File: src/rtl/elevator_pkg.sv
// Shared encodings, state/direction types and the SCAN nearest-call search for the elevator controller.
// Pure declarations; no timing or flow control of its own.
package elevator_pkg;

  localparam int MAX_FLOORS = 15;
  localparam int MAX_FW     = 4;

  localparam logic [1:0] MOTOR_STOP = 2'b00;
  localparam logic [1:0] MOTOR_UP   = 2'b01;
  localparam logic [1:0] MOTOR_DOWN = 2'b10;

  typedef enum logic [2:0] {
    HOMING,
    IDLE,
    MOVE_UP,
    MOVE_DOWN,
    DOOR,
    HALT
  } state_t;

  typedef enum logic {
    DIR_UP   = 1'b0,
    DIR_DOWN = 1'b1
  } dir_t;

  typedef logic [MAX_FLOORS-1:0] floor_vec_t;
  typedef logic [MAX_FW-1:0]     floor_num_t;

  // Lowest pending floor strictly above 'from'; 0 when there is none.
  function automatic floor_num_t nearest_above(input floor_vec_t calls, input floor_num_t from);
    floor_num_t r;
    r = '0;
    for (int f = MAX_FLOORS; f >= 1; f--) begin
      if (f > int'(from) && calls[f-1]) r = floor_num_t'(f);
    end
    return r;
  endfunction

  // Highest pending floor strictly below 'from'; 0 when there is none.
  function automatic floor_num_t nearest_below(input floor_vec_t calls, input floor_num_t from);
    floor_num_t r;
    r = '0;
    for (int f = 1; f <= MAX_FLOORS; f++) begin
      if (f < int'(from) && calls[f-1]) r = floor_num_t'(f);
    end
    return r;
  endfunction

  function automatic floor_vec_t floor_bit(input floor_num_t f);
    floor_vec_t v;
    v = '0;
    if (f != '0) v[f - 4'd1] = 1'b1;
    return v;
  endfunction

endpackage

File: src/rtl/elevator_scan_ctrl_floor_onehot_enc.sv
// One-hot floor sensor to floor number, with valid (exactly one bit) and multi_hot flags.
// Purely combinational, zero latency, no flow control.
module floor_onehot_enc #(
  parameter int N_FLOORS = 4,
  parameter int FW       = $clog2(N_FLOORS + 1)
) (
  input  logic [N_FLOORS-1:0] sensor,
  output logic [FW-1:0]       floor_num,
  output logic                valid,
  output logic                multi_hot
);

  always_comb begin
    floor_num = '0;
    for (int i = 0; i < N_FLOORS; i++) begin
      if (sensor[i]) floor_num = floor_num | FW'(i + 1);
    end
  end

  // Clearing the lowest set bit leaves something only if two or more bits were set.
  assign multi_hot = |(sensor & (sensor - N_FLOORS'(1)));
  assign valid     = (sensor != '0) && !multi_hot;

endmodule

File: src/rtl/elevator_scan_ctrl.sv
// SCAN-order N-floor elevator controller: all outputs registered, sensor-to-output latency 2 edges, calls latch 1 edge after press.
// No backpressure: buttons, sensor and estop are level inputs sampled every cycle.
module elevator_scan_ctrl
  import elevator_pkg::*;
#(
  parameter int N_FLOORS    = 4,
  parameter int DOOR_CYCLES = 8,
  parameter int FW          = $clog2(N_FLOORS + 1)
) (
  input  logic                clk,
  input  logic                rst_n,
  input  logic [N_FLOORS-1:0] req_btn,
  input  logic [N_FLOORS-1:0] floor_sensor,
  input  logic                estop,
  output logic [1:0]          motor,
  output logic [FW-1:0]       cur_floor,
  output logic [FW-1:0]       target_floor,
  output logic [N_FLOORS-1:0] pending,
  output logic                door_open,
  output logic                fault
);

  localparam int             CW         = $clog2(DOOR_CYCLES + 1);
  localparam logic [CW-1:0]  DWELL_LOAD = CW'(DOOR_CYCLES - 1);

  logic [N_FLOORS-1:0] sens_q;
  logic [FW-1:0]       enc_floor;
  logic                enc_vld;
  logic                enc_multi;

  state_t              state_q, state_d;
  dir_t                dir_q, dir_d;
  logic [1:0]          motor_q, motor_d;
  logic [FW-1:0]       cur_q, cur_d;
  logic [FW-1:0]       tgt_q, tgt_d;
  logic [N_FLOORS-1:0] pend_q, pend_d;
  logic                door_q, door_d;
  logic                fault_q, fault_d;
  logic [CW-1:0]       dwell_q, dwell_d;

  logic [N_FLOORS-1:0] set_mask, clr_mask;

  floor_onehot_enc #(
    .N_FLOORS (N_FLOORS),
    .FW       (FW)
  ) u_enc (
    .sensor    (sens_q),
    .floor_num (enc_floor),
    .valid     (enc_vld),
    .multi_hot (enc_multi)
  );

  floor_vec_t          pend_ext;
  floor_num_t          cur_ext, pos_ext;
  floor_num_t          above_idle, below_idle, above_move, below_move;
  logic [N_FLOORS-1:0] cur_mask, pos_mask;
  logic                go_up, go_dn;

  assign pend_ext   = floor_vec_t'(pend_q);
  assign cur_ext    = floor_num_t'(cur_q);
  // While travelling, the freshest known position is the sensor when valid, else the last floor passed.
  assign pos_ext    = enc_vld ? floor_num_t'(enc_floor) : cur_ext;
  assign cur_mask   = N_FLOORS'(floor_bit(cur_ext));
  assign pos_mask   = N_FLOORS'(floor_bit(pos_ext));
  assign above_idle = nearest_above(pend_ext, cur_ext);
  assign below_idle = nearest_below(pend_ext, cur_ext);
  assign above_move = nearest_above(pend_ext, pos_ext);
  assign below_move = nearest_below(pend_ext, pos_ext);
  assign go_up      = (above_idle != '0) && ((dir_q == DIR_UP) || (below_idle == '0));
  assign go_dn      = (below_idle != '0) && !go_up;

  always_comb begin
    state_d  = state_q;
    dir_d    = dir_q;
    motor_d  = motor_q;
    cur_d    = cur_q;
    tgt_d    = tgt_q;
    door_d   = door_q;
    fault_d  = fault_q;
    dwell_d  = dwell_q;
    clr_mask = '0;
    set_mask = req_btn;
    // Presses for the floor whose door is open are absorbed by the dwell restart instead.
    if (state_q == DOOR) set_mask = req_btn & ~cur_mask;

    if (fault_q || enc_multi) begin
      fault_d = 1'b1;
      state_d = HALT;
      motor_d = MOTOR_STOP;
      tgt_d   = '0;
    end else if (estop) begin
      state_d = HALT;
      motor_d = MOTOR_STOP;
      tgt_d   = '0;
    end else begin
      case (state_q)
        HOMING: begin
          tgt_d   = '0;
          motor_d = MOTOR_DOWN;
          if (enc_vld) begin
            cur_d   = enc_floor;
            motor_d = MOTOR_STOP;
            state_d = IDLE;
          end
        end
        IDLE: begin
          motor_d = MOTOR_STOP;
          tgt_d   = '0;
          if ((pend_q & cur_mask) != '0) begin
            state_d  = DOOR;
            door_d   = 1'b1;
            dwell_d  = DWELL_LOAD;
            clr_mask = cur_mask;
            tgt_d    = cur_q;
          end else if (go_up) begin
            state_d = MOVE_UP;
            motor_d = MOTOR_UP;
            dir_d   = DIR_UP;
            tgt_d   = FW'(above_idle);
          end else if (go_dn) begin
            state_d = MOVE_DOWN;
            motor_d = MOTOR_DOWN;
            dir_d   = DIR_DOWN;
            tgt_d   = FW'(below_idle);
          end
        end
        MOVE_UP, MOVE_DOWN: begin
          motor_d = (state_q == MOVE_UP) ? MOTOR_UP : MOTOR_DOWN;
          if (enc_vld) cur_d = enc_floor;
          if (enc_vld && (enc_floor == tgt_q)) begin
            motor_d  = MOTOR_STOP;
            state_d  = DOOR;
            door_d   = 1'b1;
            dwell_d  = DWELL_LOAD;
            clr_mask = pos_mask;
          end else if (state_q == MOVE_UP && above_move != '0 && FW'(above_move) < tgt_q) begin
            tgt_d = FW'(above_move);
          end else if (state_q == MOVE_DOWN && below_move != '0 && FW'(below_move) > tgt_q) begin
            tgt_d = FW'(below_move);
          end
        end
        DOOR: begin
          motor_d = MOTOR_STOP;
          if ((req_btn & cur_mask) != '0) begin
            dwell_d = DWELL_LOAD;
          end else if (dwell_q == '0) begin
            door_d  = 1'b0;
            tgt_d   = '0;
            state_d = IDLE;
          end else begin
            dwell_d = dwell_q - CW'(1);
          end
        end
        HALT: begin
          motor_d = MOTOR_STOP;
          tgt_d   = '0;
          door_d  = 1'b0;
          if (enc_vld) begin
            cur_d   = enc_floor;
            state_d = IDLE;
          end else begin
            state_d = HOMING;
          end
        end
        default: state_d = HOMING;
      endcase
    end

    pend_d = (pend_q | set_mask) & ~clr_mask;
  end

  always_ff @(posedge clk or negedge rst_n) begin
    if (!rst_n) begin
      sens_q  <= '0;
      state_q <= HOMING;
      dir_q   <= DIR_UP;
      motor_q <= MOTOR_STOP;
      cur_q   <= '0;
      tgt_q   <= '0;
      pend_q  <= '0;
      door_q  <= 1'b0;
      fault_q <= 1'b0;
      dwell_q <= '0;
    end else begin
      sens_q  <= floor_sensor;
      state_q <= state_d;
      dir_q   <= dir_d;
      motor_q <= motor_d;
      cur_q   <= cur_d;
      tgt_q   <= tgt_d;
      pend_q  <= pend_d;
      door_q  <= door_d;
      fault_q <= fault_d;
      dwell_q <= dwell_d;
    end
  end

  assign motor        = motor_q;
  assign cur_floor    = cur_q;
  assign target_floor = tgt_q;
  assign pending      = pend_q;
  assign door_open    = door_q;
  assign fault        = fault_q;

endmodule

File: config.mk
export PLATFORM = sky130hd
export DESIGN_NAME = elevator_scan_ctrl
export DESIGN_NICKNAME = d
export VERILOG_FILES = /design/src/rtl/elevator_pkg.sv /design/src/rtl/elevator_scan_ctrl_floor_onehot_enc.sv /design/src/rtl/elevator_scan_ctrl.sv
export SDC_FILE = /design/constraint.sdc
export NUM_CORES = 1
export LEC_CHECK = 0
export ABC_AREA = 1
export CORE_UTILIZATION = 58
export CTS_BUF_LIST = sky130_fd_sc_hd__clkbuf_4 sky130_fd_sc_hd__clkbuf_8
export DETAILED_ROUTE_END_ITERATION = 7
export PLACE_DENSITY = 0.82
export SLEW_MARGIN = 20
export SYNTH_ARGS = -nofsm -noshare
export SYNTH_HDL_FRONTEND = slang
export SYNTH_HIERARCHICAL = 1
export SYNTH_SLANG_ARGS = --single-unit
File: constraint.sdc
create_clock -name clk -period 3 [get_ports clk]
set_input_delay 0.45 -clock clk [delete_from_list [all_inputs] [get_ports clk]]
set_output_delay 0.45 -clock clk [all_outputs]
set_load 0.02 [all_outputs]
* Word-level counts from Yosys, hierarchy flattened
Cells that the tools add are included.
** Cells by class
- Muxes and demuxes :: 76
- Bitwise operators :: 12
- Equal/unequal tests :: 18
- Add/subtract/negate cells :: 4
- $lt $le $gt $ge :: 22
- Reductions and logical operators :: 58
** Operators by type and width (number)
- two-way mux 3 bit :: 31
- two-way mux 4 bit :: 11
- nonzero test 4 bit :: 10
- two-way mux 2 bit :: 14
- logical AND 1 bit :: 26
- bitwise AND 4 bit :: 5
- != test 4 bit (second input constant) :: 4
- case mux 3 bit (5 select lines) :: 1
- AND reduction 5 bit :: 3
- > comparator 2 x 3 -> 1 bit (first input constant) :: 4
- less-than comparator 2 x 3 -> 1 bit (first input constant) :: 4
- two-way mux 1 bit :: 12
- case mux 3 bit (4 select lines) :: 1
- case mux 4 bit (3 select lines) :: 1
- nonzero test 6 bit :: 2
- less-than comparator 4 x 5 -> 1 bit (second input constant) :: 2
- demux 1 bit (select 4 bit) :: 2
- >= comparator 4 x 1 -> 1 bit (second input constant) :: 2
- zero test 4 bit :: 2
- inverter 4 bit :: 2
- case mux 2 bit (4 select lines) :: 1
- case mux 4 bit (2 select lines) :: 1
- OR reduction 4 bit :: 2
- subtractor 3 x 1 -> 4 bit (second input constant) :: 2
- 29 further kinds :: 45
** Storage, ports and cells
- Register bits after elaboration :: 26
- Word-level logic and storage cells :: 200

* Logic depth before layout (Yosys ltp)
- Depth in word-level cells :: 21
- Depth in mapped cells :: 27
- Mapped depth without buffers :: 26

* By module
The synthesis kept the hierarchy.
** By module, submodules not included
- elevator_scan_ctrl :: cells an instance 329, times used 1, area each 2117.0 µm²
- floor_onehot_enc :: cells an instance 17, times used 1, area each 75.1 µm²

* Least setup slack after synthesis
Ideal clock, no wire load.
- Kind :: register -> register
- From :: register sens_q[3]
- To :: register tgt_q[2], in the netlist target_floor[2]
- Arrival :: 2.399 ns
- Clock period less this slack :: 2.516 ns
- Setup slack :: 0.484 ns
- Cell stages (with the launch flop) :: 24
- Buffers on the path :: 1
- Setup time :: 0.118 ns
- Cells stage by stage :: dfrtp_1 > inv_1 > nand2_2 > nand2_1 > nand2_2 > nor2_2 > buf_6 > inv_6 > nand2_1 > nand2_2 > nor2_1 > nor2_1 > nand2_1 > inv_1 > nor2_1 > ha_1 > a32oi_1 > nand3_1 > nand2_1 > nand2_1 > nand2_1 > nand2_2 > a21oi_1 > nor2_1
** On the way
- Cells in the longest elaborated chain, start to end :: 20
- Elaborated cells on any way between the ends :: 55
- Classes of those cells :: add/sub: 1; order compare: 10; eq/ne: 5; mux: 16; bitwise: 1; reduce/logical: 22
** Ends and longest elaborated chain
- start, declared :: line elevator_scan_ctrl.sv:26 : logic [N_FLOORS-1:0] sens_q;
- start signal, assigned :: line elevator_scan_ctrl.sv:185 : sens_q <= floor_sensor;
- subtractor 4 x 1 -> 4 bit :: line elevator_scan_ctrl_floor_onehot_enc.sv:21 : assign multi_hot = |(sensor & (sensor - N_FLOORS'(1)));
- bitwise AND 4 bit * :: line elevator_scan_ctrl_floor_onehot_enc.sv:21
- OR reduction 4 bit * :: line elevator_scan_ctrl_floor_onehot_enc.sv:21
- named net enc_multi :: line elevator_scan_ctrl.sv:29 : logic enc_multi;
- zero test 1 bit * :: line elevator_scan_ctrl_floor_onehot_enc.sv:22 : assign valid = (sensor != '0) && !multi_hot;
- logical AND 1 bit * :: line elevator_scan_ctrl_floor_onehot_enc.sv:22
- named net enc_vld :: line elevator_scan_ctrl.sv:28 : logic enc_vld;
- parallel branches: the longest is 15 deep, another holds > comparator 3 bit
- end signal, assigned :: line elevator_scan_ctrl.sv:190 : tgt_q <= tgt_d;
- end, declared :: line elevator_scan_ctrl.sv:35 : logic [FW-1:0] tgt_q, tgt_d;
Mark *: on every way through the listed nets, which the timed path passes. The select of a mux whose other input is x is not followed.
A chain may end at the register's enable or synchronous reset.

* Final worst setup path
Same ends and word-level chain as after synthesis.

==> qor.csv <==
stage,metric,value,unit
power_and_ir_drop,clock network power share,35.0,%
power_and_ir_drop,Combinational Power Share,21.6,%
yosys,syn_nets,366,
clock_network,Root Driver,clkbuf_8,
yosys,Synth area leader,dfrtp_1,
yosys,top-area cell type share of the netlist area,29.7,%
clock_network,CTS tree,built,
power_and_ir_drop,Switch Pwr,0.000222,W
worst_setup_path,crit path cell chain,nand2_1 > nand2_1 > inv_1 > nand2_2 > nor2_4 > inv_6 > nand2_2 > nand2_4 > nor2_1 > a21oi_2 > nor2_2 > ha_1 > a32oi_1 > nand3_1 > nand2_1 > nand2_1 > nand2_1 > nand2_2 > nand2_1 > nand2_1 > nor2_1,
global_route,largest net degree at the start of global routing,27,
drt,drt first pass iters,5,
clock_network,clock input transition at the sequential cells of the worst setup and hold paths,0.09,ns
drt,routed vias/inst,5.83,
final_layout,"commonest cells after routing, fill and taps aside","nand2_1 (85), inv_1 (52), nor2_1 (40), dfrtp_1 (26)",
drt,DR vias,2491,
worst_setup_path,critical path class,flop to flop,
global_route,GRT overflow,0,
final_layout,nets,402,
placed_design,I/O Buffers,24,
clock_network,hold_buf cts,0,
timing,clk_skew,0.00500,ns
die,Initial Util,63.2,%
global_route,number of global-route vias before repair,2246,
clock_network,H-tree lvl count,1,
min_path,Hold Path Class,flop to flop,
yosys,sequential-to-total area share from yosys stat,29.7,%
clock_network,CTS Buffer Depth,2,
timing,Max-slew headroom,59.3,%
die,die footprint,0.00403,sq mm
global_route,initial antenna violation count,0,
worst_setup_path,CP Launch Type,flop,
worst_setup_path,"most used cell, CP",nand2_1,
drt,final WL,6170,um
worst_setup_path,slowest cell delay on critical path,0.41,ns
die,core area,0.00347,sq mm
die,Cell Rows,21,
final_layout,synthesis-to-finish area growth,22.2,%
placed_design,Inst Count DP,417,
clock_network,Worst-Skew Late Latency,0.27,ns
yosys,Syn Inst Count,346,
global_route,global-route wire length before repair,10100,um
timing,fmax,356,MHz
worst_setup_path,Required @ worst endpoint,3.21,ns
yosys,Unique masters post-synth,33,
final_layout,"commonest non-fill, non-tap cell in the layout",nand2_1,
timing,"Period Utilization, post-route",93.7,%
clock_network,CTS Buf Count,3,
timing,final hold vios,0,
timing,Slew @ Worst Pin,0.609,ns
drt,met3 wire len,492,um
worst_setup_path,CP bufs+invs,2,
worst_setup_path,CP Max Fanout,9,
drt,max layer used,met4,
drt,M1 WL,2560,um
die,Die H,63.5,um
worst_setup_path,CP max-delay cell,dfrtp_1,
final_layout,antenna cell count,0,
yosys,Yosys warning count,6,
timing,Period minus WS final,2.81,ns
die,Ports,25,
placed_design,Detailed Place HPWL,4540,um
worst_setup_path,WP data arrival,3.02,ns
worst_setup_path,CP Capture Type,flop,
drt,DR iter-0 viols,315,
final_layout,share of layout cells above drive strength 1,14.2,%
power_and_ir_drop,Cell Int Power,0.000605,W
yosys,Netlist Area Pre-Place,0.00219,sq mm
clock_network,CTS Sinks,26,
global_route,GRT Total Usage,32.1,%
yosys,Synth area leaders,"dfrtp_1 (30%), nand2_1 (16%), inv_1 (9.1%)",
drt,wire length per cell,14.5,um
yosys,Synth Register Bits,26,
final_layout,non-filler instance count after layout,427,
timing,"Setup violations, final",0,
timing,Max Slew Vio Count,0,
status,outcome,"finished, final reports clean",
power_and_ir_drop,Pwr Density,309,mW/mm^2
placed_design,routability congestion estimate,1.00,
power_and_ir_drop,Flop pwr share,43.4,%
timing,Min Hold Slack,0.497,ns
yosys,"Avg Cell Area, Syn",6.34,sq um
power_and_ir_drop,Sw Ratio,26.9,%
drt,DRT antenna net count,0,
power_and_ir_drop,Max rail drop VDD,0.000246,V
die,Die Span X,63.5,um
drt,routed wire length on met2,2860,um
worst_setup_path,Worst path top cell family by delay,simple AND/OR/NAND/NOR gates,
drt,remaining routing DRC violations,0,
power_and_ir_drop,P_leak,1.38,nW
flow_run,MaxCap Viol Count,0,
power groups by stage:
| stage | Clock (W) | Combinational (W) | Sequential (W) |
|---|---|---|---|
| floorplan | 0 | 0.0000996 | 0.000368 |
| global placement | 0 | 0.000141 | 0.000365 |
| detailed placement | 0 | 0.000145 | 0.000365 |
| CTS | 0.000295 | 0.000146 | 0.000359 |
| global route | 0.000313 | 0.000200 | 0.000359 |
| finish | 0.000289 | 0.000179 | 0.000359 |
worst paths after layout:
| check | startpoint | endpoint | slack, ns | cells past startpoint |
|---|---|---|---|---|
| setup / recovery | sens_q[3] | target_floor[2] | 0.19 | 21 |
| hold / removal | fault | fault | 0.50 | 2 |
| setup reg to reg | sens_q[3] | target_floor[2] | 0.19 | 21 |
| hold reg to reg | fault | fault | 0.50 | 2 |
| max in group asynchronous | rst_n | target_floor[0] | 2.22 | 2 |
| min in group asynchronous | rst_n | dwell_q[0] | 0.53 | 2 |
flip-flops by register name, indices dropped and copies added, names as in the netlist:
name,cells
motor,2
dir_q,1
state_q,3
fault,1
pending,4
dwell_q,4
sens_q,4
door_open,1
target_floor,3
cur_floor,3
layout make-up:
cell class | instances | area, sq um
multi-input combinational | 257 | 1350
fill | 273 | 790
sequential | 26 | 651
timing repair buffer | 36 | 330
inverter | 58 | 223
tap | 46 | 57.6
clock buffer | 3 | 41.3
clock inverter | 1 | 30.0
worst min-delay path: cells and delay by family, from the launching register on:
kind          cells  cell delay [ns]
buf+inv           1             0.06
flops             1             0.36
simple gates      1             0.05
metrics by stage:
stage	area (sq um)	power, W	util [%]	TNS (ns)	setup slack, ns
global placement	2490	0.000506	71.7	0	0.226
global route	2680	0.000873	77.2	-0.176	-0.0730
CTS	2560	0.000799	73.8	0	0.0519
detailed placement	2490	0.000511	71.7	0	0.0868
floorplan	2190	0.000467	-	0	0.484
finish	2680	0.000827	77.2	0	0.189
synthesized netlist by cell type:
cell and count:
clkbuf_8 1, o31ai_1 1, o22ai_1 8, o211ai_1 2, nand3_2 1, inv_2 4
nor3_1 3, o21ai_2 1, nand2_1 95, ha_1 9, o21ai_1 3, nor2_1 43
o21ai_0 18, dfrtp_1 26, a21oi_1 21, a32oi_1 1, nand4_1 4, a41oi_1 1
nand2_4 1, a22oi_1 2, nor2_2 2, inv_6 1, buf_6 2, inv_1 53
buf_4 1, nand3b_1 3, a31oi_1 2, clkbuf_1 1, nand3_1 24, a211oi_2 1
xor2_1 2, nand2_2 8, o21a_1 1
per-layer routing:
| layer | GRT usage, % | vias up |
|---|---|---|
| met5 | 0 | - |
| met4 | 11.6 | 0 |
| met3 | 3.08 | 35 |
| met2 | 54.4 | 145 |
| met1 | 42.1 | 1127 |
| li1 | - | 1184 |
cell families (layout without fill, tap and decap cells):
| family | Yosys count | in the layout | share of synthesized area (%) |
|---|---|---|---|
| AND/OR/NAND/NOR | 184 | 184 | 35.8 |
| AO/OA/AOI/OAI | 62 | 62 | 16.3 |
| XOR/XNOR | 2 | 2 | 0.799 |
| buffers and inverters | 63 | 98 | 12.3 |
| flip-flops | 26 | 26 | 29.7 |
| adder cells (fa/ha/maj) | 9 | 9 | 5.14 |
what timing repair did:
item	in CTS	in global routing
endpoints found under the setup margin	0	3
resized for setup	0	25
buffers inserted	0	6
(Power assumes the default switching activity.)
